===== src/rtl/dma_pkg.sv =====
// Shared types and constants for the DMA descriptor fetch engine.
package dma_pkg;

    typedef enum logic [2:0] {
        ST_IDLE,
        ST_AR,
        ST_R,
        ST_START,
        ST_WAIT_DONE,
        ST_ERR
    } state_t;

    localparam int         DESC_WORDS = 5;
    localparam logic [3:0] DESC_ARLEN = 4'(DESC_WORDS - 1);

    localparam logic [3:0] SEL_SRC  = 4'd0;
    localparam logic [3:0] SEL_DST  = 4'd1;
    localparam logic [3:0] SEL_LEN  = 4'd2;
    localparam logic [3:0] SEL_NEXT = 4'd3;
    localparam logic [3:0] SEL_EOC  = 4'd4;

    localparam logic [1:0] AXI_BURST_INCR = 2'b01;
    localparam logic [2:0] AXI_SIZE_4B    = 3'b010;
    localparam logic [1:0] AXI_RESP_OKAY  = 2'b00;

endpackage


===== src/rtl/dma_desc_fetch.sv =====
// Walks a linked list of 5-word DMA descriptors over AXI4 read bursts,
// loads each into the DMA register block and kicks the data-move engine.
module dma_desc_fetch
    import dma_pkg::*;
#(
    parameter int              ADDR_W    = 32,
    parameter int              DATA_W    = 32,
    parameter int              ID_W      = 4,
    parameter logic [ID_W-1:0] MASTER_ID = ID_W'(2)
) (
    input  logic              clk,
    input  logic              rst,
    input  logic              DMAEN,
    input  logic [ADDR_W-1:0] DESC_BASE,
    output logic [ID_W-1:0]   ARID,
    output logic [ADDR_W-1:0] ARADDR,
    output logic [3:0]        ARLEN,
    output logic [2:0]        ARSIZE,
    output logic [1:0]        ARBURST,
    output logic              ARVALID,
    input  logic              ARREADY,
    input  logic [ID_W-1:0]   RID,
    input  logic [DATA_W-1:0] RDATA,
    input  logic [1:0]        RRESP,
    input  logic              RLAST,
    input  logic              RVALID,
    output logic              RREADY,
    output logic [DATA_W-1:0] DESC_input,
    output logic [3:0]        DESC_sel,
    output logic              DESC_write_en,
    output logic              Start,
    input  logic              Done,
    output logic              busy,
    output logic              err
);

    state_t            state;
    logic              dmaen_q;
    logic              err_flag;
    logic              err_now;
    logic              eoc;
    logic [3:0]        beat;
    logic [ADDR_W-1:0] cur_addr;
    logic [ADDR_W-1:0] next_addr;

    logic unused_inputs;
    assign unused_inputs = ^{RID, DESC_BASE[1:0]};

    assign ARID    = MASTER_ID;
    assign ARADDR  = cur_addr;
    assign ARLEN   = DESC_ARLEN;
    assign ARSIZE  = AXI_SIZE_4B;
    assign ARBURST = AXI_BURST_INCR;
    assign RREADY  = (state == ST_R);

    // Error picture including the beat currently on the bus.
    always_comb begin
        err_now = err_flag;
        if (RRESP != AXI_RESP_OKAY)
            err_now = 1'b1;
        if (RLAST && beat != SEL_EOC)
            err_now = 1'b1;
        if (!RLAST && beat == SEL_EOC)
            err_now = 1'b1;
    end

    always_ff @(posedge clk or negedge rst) begin
        if (!rst) begin
            state         <= ST_IDLE;
            dmaen_q       <= 1'b0;
            err_flag      <= 1'b0;
            eoc           <= 1'b0;
            beat          <= '0;
            cur_addr      <= '0;
            next_addr     <= '0;
            ARVALID       <= 1'b0;
            DESC_input    <= '0;
            DESC_sel      <= '0;
            DESC_write_en <= 1'b0;
            Start         <= 1'b0;
            busy          <= 1'b0;
            err           <= 1'b0;
        end else begin
            dmaen_q       <= DMAEN;
            DESC_write_en <= 1'b0;
            case (state)
                ST_IDLE: begin
                    if (DMAEN && !dmaen_q) begin
                        cur_addr <= {DESC_BASE[ADDR_W-1:2], 2'b00};
                        err_flag <= 1'b0;
                        ARVALID  <= 1'b1;
                        busy     <= 1'b1;
                        state    <= ST_AR;
                    end
                end
                ST_AR: begin
                    if (ARREADY) begin
                        ARVALID <= 1'b0;
                        beat    <= '0;
                        state   <= ST_R;
                    end
                end
                ST_R: begin
                    if (RVALID) begin
                        DESC_input    <= RDATA;
                        DESC_sel      <= beat;
                        DESC_write_en <= (RRESP == AXI_RESP_OKAY) && !err_flag;
                        err_flag      <= err_now;
                        if (beat == SEL_NEXT)
                            next_addr <= {RDATA[ADDR_W-1:2], 2'b00};
                        if (beat == SEL_EOC)
                            eoc <= RDATA[0];
                        else
                            beat <= beat + 4'd1;
                        // Overlong bursts are drained here until RLAST shows up.
                        if (RLAST) begin
                            if (err_now) begin
                                busy  <= 1'b0;
                                err   <= 1'b1;
                                state <= ST_ERR;
                            end else if (!DMAEN) begin
                                busy  <= 1'b0;
                                state <= ST_IDLE;
                            end else begin
                                state <= ST_START;
                            end
                        end
                    end
                end
                ST_START: begin
                    Start <= 1'b1;
                    state <= ST_WAIT_DONE;
                end
                ST_WAIT_DONE: begin
                    Start <= 1'b0;
                    if (!DMAEN) begin
                        busy  <= 1'b0;
                        state <= ST_IDLE;
                    end else if (Done) begin
                        if (eoc) begin
                            busy  <= 1'b0;
                            state <= ST_IDLE;
                        end else begin
                            cur_addr <= next_addr;
                            ARVALID  <= 1'b1;
                            state    <= ST_AR;
                        end
                    end
                end
                ST_ERR: begin
                    if (!DMAEN) begin
                        err      <= 1'b0;
                        err_flag <= 1'b0;
                        state    <= ST_IDLE;
                    end
                end
                default: state <= ST_IDLE;
            endcase
        end
    end

endmodule


===== config.mk =====
export PLATFORM = sky130hd
export DESIGN_NAME = dma_desc_fetch
export DESIGN_NICKNAME = d
export VERILOG_FILES = /design/src/rtl/dma_pkg.sv /design/src/rtl/dma_desc_fetch.sv
export SDC_FILE = /design/constraint.sdc
export NUM_CORES = 1
export LEC_CHECK = 0
export ABC_CLOCK_PERIOD_IN_PS = 2080
export BUFFER_PORTS_ARGS = -buffer_cell sky130_fd_sc_hd__buf_4
export CAP_MARGIN = 15
export CORE_UTILIZATION = 30
export DETAILED_ROUTE_END_ITERATION = 12
export PLACE_DENSITY = 0.51
export SLEW_MARGIN = 20
export SYNTH_ARGS = -nofsm -noshare
export SYNTH_HDL_FRONTEND = slang
export SYNTH_SLANG_ARGS = --single-unit

===== constraint.sdc =====
create_clock -name clk -period 2.08 [get_ports clk]
set_input_delay 0.416 -clock clk [delete_from_list [all_inputs] [get_ports clk]]
set_output_delay 0.416 -clock clk [all_outputs]
set_load 0.1 [all_outputs]

Word-level counts from Yosys, hierarchy flattened
Cells that the tools add are included.
Word-level totals
  register bits: 113
  input bits: 77
  output and inout bits: 87
Operators by class
  $add $sub $neg: 1
  equality and inequality tests: 21
  multiplexer cells: 47
  reductions and logical operators: 27
Operators by type and width (number)
  two-way mux 32 bit: 4
  one-hot mux 32 bit (2 select lines): 1
  two-way mux 3 bit: 8
  two-way mux 1 bit: 23
  inequality test 2 bit (second input constant): 9
  one-hot mux 3 bit (6 select lines): 1
  two-way mux 4 bit: 3
  AND reduction 6 bit: 2
  AND reduction 5 bit: 2
  nonzero test 2 bit: 5
  one-hot mux 1 bit (3 select lines): 3
  nonzero test 3 bit: 3
  one-hot mux 4 bit (2 select lines): 1
  AND reduction 4 bit: 2
  AND reduction 7 bit: 1
  equality test 3 x 2 -> 1 bit (second input constant): 2
  equality test 3 bit (second input constant): 2
  inequality test 3 bit (second input constant): 2
  AND reduction 3 bit: 2
  adder 4 x 1 -> 4 bit (second input constant): 1
  equality test 4 x 2 -> 1 bit (second input constant): 1
  equality test 4 x 3 -> 1 bit (second input constant): 1
  logical AND 1 bit: 4
  inequality test 4 x 3 -> 1 bit (second input constant): 1
  9 further kinds: 12

Longest topological paths before layout
Gate-level depths: netlist of run 1.
  word-level depth: 8
  mapped depth: 7
  mapped depth without buffers: 6

Worst setup path before layout of run 1
OpenSTA, ideal clock, no wires.
  kind: reg-to-reg
  start: register state[2]
  end: register beat[2]
  setup time: 0.129 ns
  arrival time: 1.790 ns
  slack: 0.161 ns
  stages on the path, launching flop included: 7
  buffers on the path: 2
  period minus slack after synthesis: 1.919 ns
  cell sequence: dfrtp_1 > buf_2 > nor3b_1 > buf_2 > a21oi_1 > o21ai_0 > o21ai_0
On the way
  cells in the longest elaborated chain, start to end: 3
  elaborated cells on any way between the ends: 8
  those cells by class: eq/ne: 5; mux: 1; reduce/logical: 2
Ends and longest elaborated chain
  from (decl): RTL line dma_desc_fetch.sv:37  | state_t state;
  from (signal assigned): RTL line dma_desc_fetch.sv:69  | state <= ST_IDLE;
  from (signal assigned): RTL line dma_desc_fetch.sv:93  | state <= ST_AR;
  from (signal assigned): RTL line dma_desc_fetch.sv:100  | state <= ST_R;
  equality test 3 x 2 -> 1 bit *
  named net RREADY: RTL line dma_desc_fetch.sv:27  | output logic RREADY,
  inequality test 2 bit (no line) or nonzero test 2 bit (tied branches)
  AND reduction 4 bit (no line)
  to (signal assigned): RTL line dma_desc_fetch.sv:114  | beat <= beat + 4'd1;
  to (decl): RTL line dma_desc_fetch.sv:42  | logic [3:0] beat;
The timed path passes the listed nets; every way through them passes the cells marked *.
A chain may end at the register's enable or synchronous reset.

Worst setup path in the final report of run 1
  start: register state[0]
  end: output RREADY
On the way
  cells in the longest elaborated chain, start to end: 1
Ends and longest elaborated chain
  equality test 3 x 2 -> 1 bit: RTL line dma_desc_fetch.sv:54  | assign RREADY = (state == ST_R);
  to (decl): RTL line dma_desc_fetch.sv:27
Every way passes these cells.

==> impl_metrics.yaml, run 1 <==
placement:
  io_buffer_count: 142
  hpwl_um: 8370
  routabilityCongestion: 0.789
routing:
  via_per_inst: 4.60
  num_vias: 3378
  ant_nets: 0
  remaining_drc_errors: 0
  firstDrtPassIters: 4
  drt-initial-drc-count: 42
  wl_um: 11900
  wl_per_cell_um: 16.2
logic_synthesis:
  netlist.area_leader.share: 0.544
  async_flop_share: 1.00
  syn_area_um2: 5110
  synth_simple_gate_area_frac: 0.0556
  yosysTopAreaCell: "dfrtp_1"
  yosysSeqAreaShare: 0.544
  netlist_instances: 357
  synthTopCellsByArea: "dfrtp_1 (54%), mux2_2 (22%), mux2_4 (8.5%), buf_4 (2.2%), buf_2 (1.3%)"
  synth_top_family_by_area: "multiplexers"
  ys_seq_elements: 111
  synth_cell_types: 48
  synth_xor_xnor_area_share: 0.00171
  syn_area_per_cell_um2: 14.3
  synth_flop_cell: "dfrtp_1"
  yosys_warnings: 0
  synth_compound_area_frac: 0.0390
  muxShareOfSynthArea: 0.308
  yosys.area_share.adder: 0.00490
  synth_edf_count: 0
timing:
  setup_tns_ps: 0
  grt_setup_unrepaired: "false"
  finalCriticalPeriod_ps: 1970
  drv_slew: 0
  skew_ps: 5.66
  setup_viol: 0
  post-route-period-util: 0.947
  hold_viol: 0
  clock.fmax_ghz: 0.508
final_layout:
  nets: 588
  drive_gt1_frac: 0.615
  antenna_cells: 0
  multiInputGateArea_um2: 2160
  n_fill_cell: 1648
  seqCellArea_um2: 2780
  area_growth_pct: 33.6
global_route:
  grt_pass1_vias: 3425
  grt_use_total: 0.140
  grt_overflow_total: 0
  grt_pass1_wl_um: 19000
  grt_max_degree: 54
  antenna_found_initial: 0
worst_setup_path:
  critPathMaxFanout: 10
  reg2reg_to: "ARADDR[23]"
  cp-end-kind: "output pin"
  r2r_cells: 5
  start_kind: "flop"
  rrSetupSlack_ps: 130
  cp.required_ps: 1660
  critPathKind: "reg2out"
  cp.arrival_ps: 1550
  rr_startpoint: "state[2]"
  cp-startpoint: "state[0]"
  worstSetupEndpoint: "RREADY"
min_path:
  hp-class: "in2reg"
floorplan:
  start_util: 0.308
  core_area_um2: 16600
  die-area_um2: 17600
  die_w_um: 132
  rows: 47
  die_h_um: 132
  io_pins: 164
clock_tree:
  clockRootBuffer: "clkbuf_16"
  cts_sinks: 111
  cts_tree: "built"
  htreeDepth: 3
  clk_pin_slew_ps: 70
  numCtsBuffers: 9
  clock_latency_ps: 350
  cts_buffer_depth: 2
status:
  status: "completed"
run:
  drv_cap: 0
==> registers in the layout, indices dropped and copies added (netlist names), 3 cells and up <==
register / count
beat: 4
DESC_input: 32
ARADDR: 30
state: 3
next_addr: 30
DESC_sel: 4
==> Yosys cell counts, types with 4 or more instances <==
cell type and number:
mux2_4 29, dfrtp_1 111, buf_4 15, buf_2 13, nand2_1 9, a21boi_0 4
nand3_1 5, o21ai_0 6, mux2_2 99, nor2_1 5
==> stage by stage <==
stage | cells | setup slack (ps) | util | area (um^2) | hold WS, ps
final | 734 | 111 | 0.411 | 6820 | 296
after global routing | 734 | 2.93 | 0.411 | 6820 | 285
after floorplan | 370 | 161 | - | 5160 | 120
after global placement | 715 | 114 | 0.391 | 6480 | 382
after detailed placement | 715 | 59.6 | 0.391 | 6480 | 395
after CTS | 732 | 9.56 | 0.410 | 6800 | 279
==> worst min-delay path by stage <==
stage / startpoint / end / slack [ps] / depth (start not counted)
6_report: RDATA[1] / DESC_input[1] / 300 / 2
5_1_grt: RDATA[9] / next_addr[9] / 290 / 2
4_1_cts: RDATA[1] / DESC_input[1] / 280 / 2
3_5_place_dp: rst / next_addr[8] / 390 / 1
3_3_place_gp: rst / next_addr[8] / 380 / 1
2_1_floorplan: rst / ARADDR[10] / 120 / 0
==> cell usage in the layout (no fill, tap or decap), drive strengths merged, types with 2 or more instances in the layout <==
| cell | n |
|---|---|
| buf | 161 |
| mux2 | 129 |
| dfrtp | 111 |
| conb | 15 |
| clkbuf | 10 |
| nand2 | 9 |
| o21ai | 7 |
| nor2 | 5 |
| nand3 | 5 |
| a21boi | 4 |
| inv | 4 |
| and2 | 3 |
| nand2b | 3 |
| a22o | 3 |
| a21oi | 3 |
| nor3b | 2 |
| and4bb | 2 |
| nand3b | 2 |
| or4b | 2 |
| o211ai | 2 |
| nor4bb | 2 |
| and3 | 2 |
| nor4 | 2 |
| ha | 2 |
| clkinvlp | 2 |
| clkinv | 2 |
==> cell type report <==
type / instances / area share
Clock inverter: 6 / 0.00990
Timing Repair Buffer: 162 / 0.189
Inverter: 3 / 0.00165
Tap cell: 220 / 0.0403
Multi-Input combinational cell: 222 / 0.317
Sequential cell: 111 / 0.407
Clock buffer: 10 / 0.0350
==> per-layer routing <==
metal,routed length (um),GRT usage
met1,5320,0.184
met2,5790,0.226
met3,491,0.0249
met4,257,0.0664
met5,0,0
==> timing repair <==
item / in CTS / in global routing
hold buffers: 1 / 0
endpoints found under the setup margin: 1 / 21
gates cloned: 0 / 0
gates resized for setup: 2 / 3
buffers inserted: 0 / 2
endpoints found under the hold margin: 1 / 0
==> critical path, cell delays in order (launching register included) <==
cell	delay (ps)
dfrtp_2	460
buf_4	180
nor3b_1	180
buf_4	180
buf_8	200
==> cells by family (layout without fill, tap and decap cells) <==
kind of cell / Yosys count / after routing
buffers and inverters: 37 / 181
flip-flops: 111 / 111
adder cells (fa/ha/maj): 2 / 2
multiplexers: 130 / 130
other: 2 / 15
AO/OA/AOI/OAI: 28 / 28
AND/OR/NAND/NOR: 46 / 46
XOR/XNOR: 1 / 1
Power of run 1 is not shown: default switching activity piles up to over one toggle a cycle in this logic, so the estimate is an artifact.
==> run 2: changes to the inputs <==
Settings changed: ABC_AREA set to 1.
==> impl_metrics.yaml, run 2 <==
floorplan:
  rows: 47
  die_h_um: 133
  die_w_um: 133
  io_pins: 164
  core_area_um2: 16700
  start_util: 0.310
  die-area_um2: 17800
timing:
  skew_ps: 6.58
  grt_setup_unrepaired: "false"
  worst_slack_ps: 74.9
  setup_viol: 0
  hold_viol: 0
  drv_slew: 0
  worst_pin_slew_ps: 554
  finalCriticalPeriod_ps: 2010
  post-route-period-util: 0.964
  clock.fmax_ghz: 0.499
  slew_headroom: 0.631
  setup_tns_ps: 0
clock_tree:
  clk_pin_slew_ps: 70
  post_cts_buffers: 0
  cts_buffer_depth: 2
  clockRootBuffer: "clkbuf_16"
  numCtsBuffers: 9
  cts_sinks: 111
  htreeDepth: 3
  clock_latency_ps: 350
  cts_tree: "built"
worst_setup_path:
  critPathKind: "reg2out"
  cp.arrival_ps: 1590
  cp.required_ps: 1660
  start_kind: "flop"
  cp-end-kind: "output pin"
  critPathMaxFanout: 10
min_path:
  hp-class: "in2reg"
placement:
  routabilityCongestion: 0.834
  io_buffer_count: 142
  dp_slack_ps: 185
  hpwl_um: 9580
status:
  status: "completed"
final_layout:
  final_common_cell: "nand2_1"
  antenna_cells: 0
  largest-register: "DESC_input"
  nets: 806
  largest_reg_flops: 32
  layout_common_cells: "nand2_1 (175), buf_4 (151), dfrtp_1 (111)"
  area_growth_pct: 28.2
  drive_gt1_frac: 0.287
logic_synthesis:
  synth_flop_cell: "dfrtp_1"
  syn_area_um2: 5180
  yosysSeqAreaShare: 0.536
  synth_cell_types: 29
  ys_seq_elements: 111
  async_flop_share: 1.00
  netlist_instances: 595
  synthMostInstantiatedCell: "nand2_1"
  synth_edf_count: 0
  syn_area_per_cell_um2: 8.71
  yosysTopAreaCell: "dfrtp_1"
  yosys_warnings: 0
  netlist.area_leader.share: 0.536
  synthTopCellsByArea: "dfrtp_1 (54%), nand2_1 (13%), o21ai_2 (5.2%), nand3_1 (4.2%), inv_1 (3.5%)"
  synthTopCellsByCount: "nand2_1 (175), dfrtp_1 (111), inv_1 (48)"
routing:
  drt-initial-drc-count: 205
  wl_um: 13100
  remaining_drc_errors: 0
  firstDrtPassIters: 4
  wl_per_cell_um: 13.8
  ant_nets: 0
  num_vias: 4242
  via_per_inst: 4.46
global_route:
  grt_pass1_vias: 4096
  grt_pass1_wl_um: 21200
  antenna_found_initial: 0
  grt_overflow_total: 0
  grt_use_total: 0.152
  grt_max_degree: 57
run:
  drv_cap: 0
run 2: timing repair:
item                                    in CTS  in global routing
resized for setup                            1                  0
endpoints found under the hold margin        8                  0
endpoints found under the setup margin       1                  0
hold buffers                                 1                  0
run 2: layout make-up:
type	instances	area, um^2
Clock buffer	10	229
Clock inverter	6	46.3
Fill cell	1750	10100
Inverter	50	188
Multi-Input combinational cell	399	1910
Sequential cell	111	2780
Tap cell	220	275
Timing Repair Buffer	156	1210
run 2: cells by family after synthesis:
| family | Yosys count | synth area share |
|---|---|---|
| AO/OA/AOI/OAI | 106 | 0.126 |
| XOR/XNOR | 2 | 0.00338 |
| adder cells (fa/ha/maj) | 2 | 0.00483 |
| buffers and inverters | 98 | 0.105 |
| flip-flops | 111 | 0.536 |
| other | 2 | 0.00145 |
| AND/OR/NAND/NOR | 274 | 0.224 |
run 2: layer usage:
| layer | track usage | up-vias | part of all wire |
|---|---|---|---|
| met5 | 0 | - | 0 |
| met4 | 0.0587 | 0 | 0.015 |
| met3 | 0.0240 | 12 | 0.046 |
| met1 | 0.209 | 1994 | 0.47 |
| li1 | - | 2120 | - |
| met2 | 0.240 | 116 | 0.46 |
run 2: path summary, 6_finish.rpt:
check | startpoint | to | slack [ps] | depth (start not counted)
min | RRESP[1] | DESC_write_en | 230 | 2
max in group asynchronous | rst | next_addr[4] | 1090 | 3
min reg2reg | err_flag | DESC_write_en | 470 | 1
max | state[2] | RREADY | 70 | 4
max reg2reg | state[0] | ARADDR[11] | 190 | 7
min in group asynchronous | rst | state[1] | 440 | 2
run 2: metrics by stage:
| stage | hold slack (ps) | instances | area [um^2] | util |
|---|---|---|---|---|
| floorplan | 120 | 608 | 5230 | - |
| global placement | 275 | 935 | 6350 | 0.380 |
| detailed placement | 273 | 935 | 6350 | 0.380 |
| CTS | 204 | 952 | 6640 | 0.398 |
| global route | 217 | 952 | 6640 | 0.398 |
| finish | 225 | 952 | 6640 | 0.398 |
run 2: critical path, stage by stage, from the launching register on:
cell and delay (ps):
dfrtp_1 540, nor2_4 190, nand2_2 110, inv_2 140, buf_6 240
Power of run 2 is left out for the same reason.
==> run 3: changes to the inputs <==
Settings changed: ABC_CLOCK_PERIOD_IN_PS 2080 to not set, BUFFER_PORTS_ARGS -buffer_cell sky130_fd_sc_hd__buf_4 to -buffer_cell sky130_fd_sc_hd__buf_2, CORE_ASPECT_RATIO set to 0.6.
==> impl_metrics.yaml, run 3 (synthesis gave the netlist of run 2 again) <==
status:
  status: "completed"
routing:
  ant_nets: 0
  drt-initial-drc-count: 334
  wl_um: 13300
  num_vias: 4295
  wl_per_cell_um: 13.9
  firstDrtPassIters: 5
  via_per_inst: 4.47
  remaining_drc_errors: 0
clock_tree:
  cts_sinks: 111
  cts_buffer_depth: 2
  hold_buffers: 0
  clock_latency_ps: 350
  numCtsBuffers: 9
  cts_tree: "built"
  clockRootBuffer: "clkbuf_16"
  clk_pin_slew_ps: 80
  htreeDepth: 3
  post_cts_buffers: 0
final_layout:
  nets: 808
  layout_common_cells: "nand2_1 (175), buf_2 (140), dfrtp_1 (109)"
  multiInputGateArea_um2: 1910
  area_growth_pct: 22.2
  largest-register: "DESC_input"
  seqCellArea_um2: 2780
  drive_gt1_frac: 0.293
  largest_reg_flops: 32
  stdcell_area_um2: 6330
  final_common_cell: "nand2_1"
  antenna_cells: 0
  n_fill_cell: 1741
global_route:
  grt_pass1_vias: 4156
  grt_max_degree: 112
  grt_overflow_total: 0
  grt_use_total: 0.153
  grt_pass1_wl_um: 21400
  antenna_found_initial: 0
timing:
  worst_slack_ps: 99.6
  setup_viol: 0
  grt_setup_unrepaired: "false"
  worst_pin_slew_ps: 620
  finalCriticalPeriod_ps: 1980
  clock.fmax_ghz: 0.505
  setup_tns_ps: 0
  drv_slew: 0
  post-route-period-util: 0.952
  slew_headroom: 0.586
  hold_viol: 0
  skew_ps: 13.1
floorplan:
  die_h_um: 104
  die_w_um: 172
  start_util: 0.313
  die-area_um2: 17800
  core_area_um2: 16600
  rows: 36
  io_pins: 164
worst_setup_path:
  start_kind: "flop"
  cp.arrival_ps: 1560
  cp-startpoint: "state[0]"
  cp-end-kind: "output pin"
  reg2reg_to: "ARADDR[22]"
  worstSetupEndpoint: "RREADY"
  critPathKind: "reg2out"
  critPathMaxFanout: 9
  rrSetupSlack_ps: 350
  rr_startpoint: "state[2]"
  cp.required_ps: 1660
  r2r_cells: 8
min_path:
  hp-class: "in2async"
placement:
  io_buffer_count: 142
  hpwl_um: 9830
  post_dp_cell_area_um2: 6050
  dp_slack_ps: 289
  routabilityCongestion: 0.844
run:
  drv_cap: 0
## run 3: changes by cell type in the layout (fill, tap and decap cells not counted), sizes merged
cell | before | now
buf | 155 | 158
clkinv | 0 | 4
dlygate4sd3 | 1 | 0
clkinvlp | 5 | 0
## run 3: worst min path at each step
stage                         startpoint              to  slack (ps)
after global routing                 rst  DESC_input[20]         200
final                                rst  DESC_input[20]         130
after detailed placement   DESC_input[4]   DESC_input[4]         450
after global placement    DESC_input[17]  DESC_input[17]         450
after floorplan                      rst      ARADDR[10]         120
after CTS                            rst  DESC_input[20]         170
## run 3: what timing repair did
item	4_1_cts	5_1_grt
cloned	0	0
setup endpoints to repair	1	1
resized for setup	1	1
## run 3: worst max-delay path, cell delays in order, from the launching register on
cell and delay (ps):
dfrtp_2 510, nor2_4 150, nand2_2 120, inv_2 120
buf_4 150, buf_12 170
## run 3: through the flow
stage | hold slack [ps] | std cells | util
finish | 134 | 961 | 0.382
CTS | 174 | 961 | 0.382
global placement | 450 | 946 | 0.365
global route | 196 | 961 | 0.382
floorplan | 120 | 608 | -
detailed placement | 455 | 946 | 0.365
## run 3: final cells by class
cell class	instances	share of cell area
timing repair buffer	158	0.140
multi-input combinational	399	0.302
inverter	50	0.0296
sequential	111	0.439
tap	228	0.0451
clock inverter	5	0.00692
clock buffer	10	0.0377
## run 3: layer usage
metal,global-route usage,wire [um],vias to the layer above
met5,0,0,-
met4,0.0300,95,0
met3,0.0439,1030,16
met2,0.223,5380,139
met1,0.224,6810,2014
li1,-,-,2126
Power of run 3 is left out for the same reason.
